$ cat src/rtl/risc_pkg.sv
// Shared definitions for the multi_cycle core, its word memory and the boot loader.
package risc_pkg;

    localparam int WORD_W = 16;
    localparam int unsigned MEM_WORDS_DEFAULT = 256;

    typedef enum logic [2:0] {
        HDR_HI,
        HDR_LO,
        DAT_HI,
        DAT_LO,
        CHK,
        RUN,
        ERR
    } loader_state_e;

endpackage

$ cat src/rtl/prog_loader.sv
// Boot loader: assembles a byte stream into big-endian words, writes them to memory,
// verifies an XOR checksum and only then releases the core from reset.
module prog_loader
    import risc_pkg::*;
#(
    parameter logic [WORD_W-1:0] BASE_ADDR = 16'h0000,
    parameter int unsigned       MEM_WORDS = MEM_WORDS_DEFAULT
) (
    input  logic              clk,
    input  logic              reset,
    input  logic              in_valid,
    input  logic [7:0]        in_data,
    output logic              in_ready,
    output logic              mem_we,
    output logic [WORD_W-1:0] mem_addr,
    output logic [WORD_W-1:0] mem_wdata,
    output logic              core_reset,
    output logic              done,
    output logic              err
);

    loader_state_e     state_q;
    logic [15:0]       word_cnt_q;
    logic [15:0]       idx_q;
    logic [7:0]        xor_q;
    logic [7:0]        hi_q;
    logic              mem_we_q;
    logic [WORD_W-1:0] mem_addr_q;
    logic [WORD_W-1:0] mem_wdata_q;

    logic              accept;
    logic [15:0]       hdr_count;
    logic [15:0]       idx_next;

    // Ready depends only on the registered state, never on in_valid.
    assign in_ready  = (state_q != RUN) && (state_q != ERR);
    assign accept    = in_valid && in_ready;
    assign hdr_count = {word_cnt_q[15:8], in_data};
    assign idx_next  = idx_q + 16'd1;

    always_ff @(posedge clk) begin
        if (reset) begin
            state_q     <= HDR_HI;
            word_cnt_q  <= '0;
            idx_q       <= '0;
            xor_q       <= '0;
            hi_q        <= '0;
            mem_we_q    <= 1'b0;
            mem_addr_q  <= BASE_ADDR;
            mem_wdata_q <= '0;
        end else begin
            mem_we_q <= 1'b0;
            if (accept) begin
                case (state_q)
                    HDR_HI: begin
                        word_cnt_q[15:8] <= in_data;
                        state_q          <= HDR_LO;
                    end
                    HDR_LO: begin
                        word_cnt_q <= hdr_count;
                        if (hdr_count == 16'd0) begin
                            state_q <= CHK;
                        end else if ({16'd0, hdr_count} > MEM_WORDS) begin
                            state_q <= ERR;
                        end else begin
                            state_q <= DAT_HI;
                        end
                    end
                    DAT_HI: begin
                        hi_q    <= in_data;
                        xor_q   <= xor_q ^ in_data;
                        state_q <= DAT_LO;
                    end
                    DAT_LO: begin
                        xor_q       <= xor_q ^ in_data;
                        mem_we_q    <= 1'b1;
                        mem_addr_q  <= BASE_ADDR + idx_q;
                        mem_wdata_q <= {hi_q, in_data};
                        idx_q       <= idx_next;
                        state_q     <= (idx_next == word_cnt_q) ? CHK : DAT_HI;
                    end
                    CHK: begin
                        state_q <= (in_data == xor_q) ? RUN : ERR;
                    end
                    default: begin
                        state_q <= state_q;
                    end
                endcase
            end
        end
    end

    assign mem_we     = mem_we_q;
    assign mem_addr   = mem_addr_q;
    assign mem_wdata  = mem_wdata_q;
    assign core_reset = (state_q != RUN);
    assign done       = (state_q == RUN);
    assign err        = (state_q == ERR);

endmodule

$ cat config.mk
export PLATFORM = sky130hd
export DESIGN_NAME = prog_loader
export DESIGN_NICKNAME = d
export VERILOG_FILES = /design/src/rtl/risc_pkg.sv /design/src/rtl/prog_loader.sv
export SDC_FILE = /design/constraint.sdc
export NUM_CORES = 1
export LEC_CHECK = 0
export BUFFER_PORTS_ARGS = -buffer_cell sky130_fd_sc_hd__buf_2
export CAP_MARGIN = 20
export CORE_AREA = 4 4 79 95
export CTS_CLUSTER_DIAMETER = 60
export DETAILED_ROUTE_END_ITERATION = 8
export DIE_AREA = 0 0 83 99
export GPL_ROUTABILITY_DRIVEN = 0
export PLACE_DENSITY = 0.79
export RECOVER_POWER = 100
export SLEW_MARGIN = 20
export SYNTH_ARGS = -nofsm -noshare
export SYNTH_HDL_FRONTEND = slang
export SYNTH_SLANG_ARGS = --single-unit
$ cat constraint.sdc
create_clock -name clk -period 6.13 [get_ports clk]
set_clock_uncertainty 0.2 [all_clocks]
set_input_delay 0.613 -clock clk [delete_from_list [all_inputs] [get_ports clk]]
set_output_delay 0.613 -clock clk [all_outputs]
set_load 0.03 [all_outputs]
==> results of run 1 <==
## power by group through the flow
stage               Combinational, mW  Sequential, mW  Clock (mW)
floorplan                      0.0751           0.580           0
global placement               0.0862           0.585           0
detailed placement             0.0876           0.585           0
CTS                            0.0884           0.573       0.455
global route                   0.0967           0.574       0.478
finish                         0.0856           0.572       0.449
## area by class of cell
| cell class | instances | area (um^2) | area share |
|---|---|---|---|
| timing repair buffer | 49 | 199 | 0.0479 |
| inverter | 4 | 15.0 | 0.00362 |
| sequential | 84 | 1680 | 0.405 |
| multi-input combinational | 353 | 1920 | 0.463 |
| clock inverter | 7 | 103 | 0.0247 |
| tap | 85 | 106 | 0.0256 |
| clock buffer | 9 | 124 | 0.0298 |
## logic make-up after synthesis
family,share of synthesized area
flip-flops,0.436
XOR/XNOR,0.107
AND/OR/NAND/NOR,0.254
AO/OA/AOI/OAI,0.113
adder cells (fa/ha/maj),0.00325
buffers and inverters,0.0578
multiplexers,0.0286
## per-stage QoR
stage	worst slack (ps)	power, mW	std cells	instance area (um^2)
detailed placement	3570	0.673	575	4010
floorplan	3950	0.655	478	3850
global placement	3660	0.671	575	4010
finish	3050	1.11	591	4150
global route	2750	1.15	591	4150
CTS	3660	1.12	591	4230
## state kept, by name, summed over array words and instances, names as in the netlist
signal      count
mem_we          1
word_cnt_q     16
mem_wdata      16
xor_q           8
idx_q          16
hi_q            8
mem_addr       16
state_q         3
## metal layers
layer  share of wire  GRT usage  vias to the layer above
met1            0.43      0.247                     1515
met5               0          0                        -
met3           0.055     0.0309                       10
met2            0.49      0.355                       86
li1                -          -                     1617
met4           0.016     0.0893                        0
## worst paths after layout
path / startpoint / slack [ps] / cells past startpoint / endpoint
setup / recovery: state_q[1] / 3050 / 6 / idx_q[2]
hold / removal: mem_addr[15] / 260 / 2 / mem_addr[15]
setup reg to reg: state_q[1] / 3050 / 6 / idx_q[2]
hold reg to reg: mem_addr[15] / 260 / 2 / mem_addr[15]
## cells in the final DEF, fill, tap and decap left out, drive strengths merged, types with 2 or more instances in the layout
cell | netlist | final
or3 | 7 | 7
or2 | 2 | 2
bufinv | 0 | 2
a21oi | 61 | 61
xor2 | 33 | 33
mux2i | 11 | 11
clkbuf | 24 | 48
nor3b | 3 | 3
dfxtp | 84 | 84
nand2 | 122 | 122
nand4 | 7 | 7
inv | 4 | 8
nor4 | 8 | 8
buf | 13 | 10
nand2b | 4 | 4
nand3 | 10 | 10
nor3 | 6 | 6
nor2 | 42 | 42
xnor2 | 14 | 14
o21ai | 9 | 9
## worst reg2reg max path: stages, from the launching register on
cell      delay, ps
dfxtp_1         520
inv_1           220
nor2_1          980
clkbuf_1        690
nand2_1         140
xor2_1          160
nor2_1           50
==> flow_metrics.tcl, run 1 <==
set metrics [dict create \
    status "complete, no violations" \
    cp-end-kind "register" \
    ys_seq_area_frac 0.436 \
    grt_pass1_vias 3028 \
    synth.distinct_cells 46 \
    switching_power_uw 282 \
    crit_buf_inv 2 \
    yosysTopAreaCell "dfxtp_1" \
    setup_viol 0 \
    slowest_stage "nor2_1" \
    leakage_nw 1.43 \
    async_flop_share 0 \
    power_density_nw_per_um2 266 \
    ys.flop_type "dfxtp_1" \
    ant_nets 0 \
    crit_top_cell "nor2_1" \
    grtUsageTotal 0.203 \
    p_seq_frac 0.517 \
    crit_arrival_ps 3100 \
    numPortBuffers 47 \
    synth.top_cell.area_share 0.436 \
    syn_nets 490 \
    drt-initial-drc-count 163 \
    switching_share 0.255 \
    avgViaCountPerCell 5.46 \
    tns_ps 0 \
    synth-edff-count 0 \
    io_pins 48 \
    area_delta_synth_final_pct 7.76 \
    synthTopCellsByCount "121 x nand2_1, 84 x dfxtp_1, 61 x a21oi_1, 42 x nor2_1, 33 x xor2_1" \
    root_buffer "clkbuf_8" \
    die_y_um 99 \
    slew_viol_final 0 \
    n_antenna_cell 0 \
    vias 3228 \
    drive_above_1_share 0.0652 \
    clk_pin_slew_worst_paths_ps 80 \
    drc 0 \
    cap_violations 0 \
    cts.sinks 84 \
    yosys_warnings 0 \
    slew-limit-headroom 0.119 \
    synth.area.top_cells "dfxtp_1 44%, nand2_1 12%, a21oi_1 7.9%" \
    worst_pin_slew_ps 1310 \
    post_cts_buffers 0 \
    grt_max_degree 86 \
    start_util 0.594 \
    num_rows 32 \
    synthCells 478 \
    dpl.hpwl_um 5450 \
    max_freq_mhz 324 \
    critPathRequiredTime_ps 6150 \
    ctsResizeCount 0 \
    worstPathMaxFanout 21 \
    layout_min_cycle_time_ps 3080 \
    fin_hold_ws_ps 257 \
    p_comb_frac 0.077 \
    critPathLaunchType "register" \
    dieArea_um2 8220 \
    rsz0062_at_grt "no" \
    min_path_type "register to register" \
    cpPeakStageDelay_ps 970 \
    postCtsHoldBufs 0 \
    drt_wl_total_um 8030 \
    cts-htree-levels 3 \
    drtPass1Iterations 4 \
    period_share 0.503 \
    wl_per_cell_um 13.6 \
    antenna_found_initial 0 \
    power.share.clock 0.405 \
    ys_seq_elements 84 \
    ir_worst_vdd_mv 0.164 \
    path_cells "inv_1 > nor2_1 > clkbuf_1 > nand2_1 > xor2_1 > nor2_1" \
    clock_latency_ps 360 \
    grt_pass1_wl_um 13700 \
    core_um2 6490 \
    final_core_util 0.640 \
    critPathKind "register to register" \
    hold_viol 0 \
    cts_buffers 9 \
    cts_tree "built" \
    critPathTopFamily "simple AND/OR/NAND/NOR gates" \
    p_int_uw 825 \
    syn-cell-area_um2 3850 \
    fin_nets 513 \
    fillCellCount 635 \
    synth_most_common_cell "nand2_1" \
    syn_avg_cell_area_um2 8.06 \
    die_w_um 83 \
    clockBufferDepth 2 \
    overflow 0 \
]
No activity file was read; power rests on OpenSTA's default activity.
==> run 2, diff against run 1 <==
--- a/config.mk
+++ b/config.mk
@@ -7,12 +7,12 @@
 export LEC_CHECK = 0
 export BUFFER_PORTS_ARGS = -buffer_cell sky130_fd_sc_hd__buf_2
 export CAP_MARGIN = 20
-export CORE_AREA = 4 4 79 95
+export CORE_AREA = 4 4 80 97
 export CTS_CLUSTER_DIAMETER = 60
 export DETAILED_ROUTE_END_ITERATION = 8
-export DIE_AREA = 0 0 83 99
+export DIE_AREA = 0 0 84 101
 export GPL_ROUTABILITY_DRIVEN = 0
-export PLACE_DENSITY = 0.79
+export PLACE_DENSITY = 0.77
 export RECOVER_POWER = 100
 export SLEW_MARGIN = 20
 export SYNTH_ARGS = -nofsm -noshare
==> constraint.sdc (replaced) <==
create_clock -name clk -period 2.92 [get_ports clk]
set_clock_uncertainty 0.2 [all_clocks]
set_input_delay 0.292 -clock clk [delete_from_list [all_inputs] [get_ports clk]]
set_output_delay 0.292 -clock clk [all_outputs]
set_load 0.03 [all_outputs]
==> flow_metrics.tcl, run 2 (synthesized netlist as in run 1, its figures left out) <==
set metrics [dict create \
    fin_hold_ws_ps 32.1 \
    layout_common_cells "121 x nand2_1, 84 x dfxtp_1, 61 x a21oi_1, 42 x nor2_1, 39 x clkbuf_1" \
    core_um2 6770 \
    drive_above_1_share 0.0709 \
    ant_nets 0 \
    start_util 0.569 \
    setup_ws_ps 406 \
    drt_wl_total_um 8430 \
    worstHoldStart "in_data[7]" \
    final_core_util 0.612 \
    grt_pass1_wl_um 13900 \
    post_cts_buffers 0 \
    rr_startpoint "state_q[1]" \
    grt_max_degree 43 \
    worst_hold_path.num_cells 3 \
    slew_viol_final 0 \
    ctsResizeCount 0 \
    overflow 0 \
    drc 0 \
    rr_worst_depth 4 \
    power_density_nw_per_um2 536 \
    min_to "mem_wdata[7]" \
    crit_arrival_ps 2550 \
    p_int_mw 1.58 \
    status "complete, no violations" \
    slew-limit-headroom 0.0627 \
    clk_pin_slew_worst_paths_ps 100 \
    tns_ps 0 \
    cts_buffers 9 \
    clock_latency_ps 380 \
    p_comb_frac 0.083 \
    critPathKind "register to register" \
    layout_min_cycle_time_ps 2510 \
    critPathLaunchType "register" \
    ff_latch_area_um2 1680 \
    ir_worst_vdd_mv 0.333 \
    num_rows 33 \
    wl_per_cell_um 14.2 \
    area_delta_synth_final_pct 7.50 \
    switching_share 0.289 \
    avgViaCountPerCell 5.43 \
    max_freq_mhz 398 \
    fillCellCount 648 \
    fin_nets 515 \
    switching_power_uw 642 \
    dpl.hpwl_um 5880 \
    final_common_cell "nand2_1" \
    min_path_type "input port to register" \
    worst_pin_slew_ps 1400 \
    antenna_found_initial 0 \
    rsz0062_at_grt "no" \
    rr_endpoint "hi_q[1]" \
    cts_tree "built" \
    dieArea_um2 8480 \
    critPathRequiredTime_ps 2950 \
    multi_input_area_um2 1930 \
    drtPass1Iterations 4 \
    cp-end-kind "register" \
    power_mw 2.22 \
    leakage_nw 1.44 \
    reg2reg_slack_ps 410 \
    cap_violations 0 \
    die_y_um 101 \
    grtUsageTotal 0.204 \
    io_pins 48 \
    die_w_um 84 \
    postCtsHoldBufs 0 \
    pre_cts_ws_ps 604 \
    power.share.clock 0.376 \
    cts.sinks 84 \
    n_antenna_cell 0 \
    clockBufferDepth 2 \
    p_seq_frac 0.542 \
    hold_viol 0 \
    worstPathMaxFanout 10 \
    period_share 0.861 \
    cts-htree-levels 3 \
    setup_viol 0 \
    numPortBuffers 47 \
    vias 3233 \
    grt_pass1_vias 2919 \
    root_buffer "clkbuf_8" \
    drt-initial-drc-count 216 \
]
## run 2: changes by cell type in the layout (fill, tap and decap cells not counted), sizes merged
cell | before | now
bufinv | 2 | 0
buf | 10 | 12
clkinv | 1 | 3
## run 2: cell type report
| type | instances | share of cell area |
|---|---|---|
| well taps | 87 | 0.0263 |
| clock inverters | 7 | 0.0184 |
| inverters | 4 | 0.00362 |
| clock buffers | 9 | 0.0299 |
| flip-flops and latches | 84 | 0.406 |
| repair buffers | 51 | 0.0510 |
| multi-input cells | 353 | 0.465 |
## run 2: power groups by stage
stage	Combinational [mW]	Sequential [mW]	Clock, mW
finish	0.183	1.20	0.833
global route	0.205	1.21	0.895
detailed placement	0.187	1.23	0
floorplan	0.158	1.22	0
global placement	0.182	1.23	0
CTS	0.188	1.20	0.846
## run 2: worst max path at each step
stage	startpoint	to	slack, ps	cells past startpoint
finish	state_q[1]	hi_q[1]	410	4
global route	idx_q[0]	state_q[2]	180	7
CTS	idx_q[0]	state_q[2]	550	7
detailed placement	idx_q[0]	state_q[2]	600	7
global placement	idx_q[0]	state_q[2]	710	7
floorplan	idx_q[0]	state_q[2]	860	7
## run 2: metal layers
layer | routed length, um | up-vias | share of wire | GRT usage
li1 | - | 1631 | - | -
met1 | 3700 | 1516 | 0.44 | 0.250
met3 | 373 | 15 | 0.044 | 0.0482
met4 | 166 | 0 | 0.020 | 0.0891
met2 | 4190 | 71 | 0.50 | 0.342
met5 | 0 | - | 0 | 0
## run 2: stage by stage
| step | area (um^2) | instances |
|---|---|---|
| final | 4140 | 595 |
| after detailed placement | 4020 | 579 |
| after global placement | 4020 | 579 |
| after CTS | 4220 | 595 |
| after floorplan | 3850 | 478 |
| after global routing | 4140 | 595 |
## run 2: critical path, cell delays in order (launching register included)
cell	delay, ps
dfxtp_1	570
inv_2	150
nor3_1	1130
mux2i_1	280
nor2_1	50
==> run 3, diff against run 2 <==
--- a/config.mk
+++ b/config.mk
@@ -5,14 +5,14 @@
 export SDC_FILE = /design/constraint.sdc
 export NUM_CORES = 1
 export LEC_CHECK = 0
-export BUFFER_PORTS_ARGS = -buffer_cell sky130_fd_sc_hd__buf_2
 export CAP_MARGIN = 20
-export CORE_AREA = 4 4 80 97
+export CORE_AREA = 4 4 79 95
 export CTS_CLUSTER_DIAMETER = 60
 export DETAILED_ROUTE_END_ITERATION = 8
-export DIE_AREA = 0 0 84 101
+export DIE_AREA = 0 0 83 99
+export DONT_BUFFER_PORTS = 1
 export GPL_ROUTABILITY_DRIVEN = 0
-export PLACE_DENSITY = 0.77
+export PLACE_DENSITY = 0.73
 export RECOVER_POWER = 100
 export SLEW_MARGIN = 20
 export SYNTH_ARGS = -nofsm -noshare
==> flow_metrics.tcl, run 3 (synthesized netlist as in run 1, its figures left out) <==
set metrics [dict create \
    status "complete, no violations" \
    dieArea_um2 8220 \
    cts_buffers 9 \
    clk_pin_slew_worst_paths_ps 90 \
    worst_hold_path.num_cells 2 \
    n_antenna_cell 0 \
    worst_pin_slew_ps 1440 \
    cap_violations 0 \
    cts.sinks 84 \
    drt-initial-drc-count 142 \
    drive_above_1_share 0.0552 \
    min_path_type "input port to register" \
    slew-limit-headroom 0.0310 \
    die_w_um 83 \
    max_freq_mhz 390 \
    wl_met3_um 490 \
    vias 3067 \
    rr_worst_depth 4 \
    layout_common_cells "121 x nand2_1, 84 x dfxtp_1, 61 x a21oi_1, 42 x nor2_1, 33 x xor2_1" \
    core_um2 6490 \
    reg2reg_slack_ps 360 \
    fin_nets 478 \
    rr_startpoint "state_q[1]" \
    ctsResizeCount 0 \
    wl_met1_um 3620 \
    cts-htree-levels 3 \
    power_density_nw_per_um2 546 \
    wl_per_cell_um 15.6 \
    slew_viol_final 0 \
    grt_pass1_vias 2926 \
    critPathKind "register to register" \
    grt_pass1_wl_um 14200 \
    overflow 0 \
    cp-end-kind "register" \
    drc 0 \
    grtUsageTotal 0.213 \
    avgViaCountPerCell 5.52 \
    num_rows 32 \
    endpoint "hi_q[3]" \
    setup_viol 0 \
    post_cts_buffers 0 \
    dpl.hpwl_um 5700 \
    ant_nets 0 \
    crit_arrival_ps 2610 \
    layout_min_cycle_time_ps 2560 \
    root_buffer "clkbuf_8" \
    rr_endpoint "hi_q[3]" \
    final_common_cell "nand2_1" \
    die_y_um 99 \
    ir_worst_vdd_mv 0.316 \
    critPathLaunchType "register" \
    period_share 0.878 \
    clock_latency_ps 370 \
    ff_latch_area_um2 1680 \
    drt_wl_total_um 8690 \
    grt_max_degree 86 \
    routed.top_layer "met4" \
    drtPass1Iterations 4 \
    start_util 0.594 \
    tns_ps 0 \
    area_delta_synth_final_pct 5.55 \
    hold_viol 0 \
    io_pins 48 \
    wl_met2_um 4330 \
    power_mw 2.22 \
    worstPathMaxFanout 10 \
    cts_tree "built" \
    critPathLaunch "state_q[1]" \
    clockBufferDepth 2 \
    fillCellCount 592 \
    rsz0062_at_grt "no" \
    multi_input_area_um2 1930 \
    leakage_nw 1.40 \
    numPortBuffers 0 \
    critPathRequiredTime_ps 2970 \
    antenna_found_initial 0 \
]
## run 3: cell types whose count changed in the layout (fill, tap and decap cells not counted)
cell           previous run  this run
buf_16                    0         1
buf_2                    10         0
buf_4                     2         0
clkbuf_1                 39         4
clkinv_4                  2         1
dlygate4sd3_1             0         9
inv_6                     1         2
nor4_1                    8         7
nor4_2                    0         1
## run 3: how the worst min path moves through the flow
stage / start / to / slack (ps)
final: in_valid / state_q[2] / 30
after global routing: in_valid / state_q[2] / 30
after CTS: in_valid / state_q[2] / 6
after detailed placement: reset / mem_wdata[13] / 170
after global placement: reset / idx_q[3] / 170
after floorplan: hi_q[0] / mem_wdata[8] / 230
## run 3: metal layers
layer	track usage	vias up
met5	0	-
met4	0.0994	0
met3	0.0610	20
met2	0.360	84
met1	0.249	1409
li1	-	1554
## run 3: area by class of cell
| type | count | share of cell area |
|---|---|---|
| Multi-Input combinational cell | 353 | 0.475 |
| Sequential cell | 84 | 0.413 |
| Timing Repair Buffer | 14 | 0.0326 |
| Clock buffer | 9 | 0.0305 |
| Tap cell | 85 | 0.0261 |
| Clock inverter | 7 | 0.0188 |
| Inverter | 4 | 0.00369 |
## run 3: report_power, final
part | switching, mW | internal [mW] | total, mW
sequential | 0.0349 | 1.17 | 1.21
combinational | 0.108 | 0.0713 | 0.179
clock | 0.492 | 0.341 | 0.834
## run 3: stage by stage
step           cells  cell area (um^2)  setup slack [ps]  utilization  hold slack (ps)
2_1_floorplan    478              3850               856            -              231
3_3_place_gp     530              3780               711        0.584              168
3_5_place_dp     530              3780               588        0.584              170
4_1_cts          556              4100               501        0.633             5.64
5_1_grt          556              4070               221        0.627             25.7
6_report         556              4070               356        0.627             28.7
## run 3: worst max-delay path, stage by stage (launching register included)
cell and delay, ps:
dfxtp_1 590, inv_2 160, nor3_1 1160, mux2i_1 290, nor2_1 50
## run 3: repair_timing
item	in CTS	in global routing
hold buffers	10	0
setup endpoints to repair	0	0
hold endpoints to repair	84	0
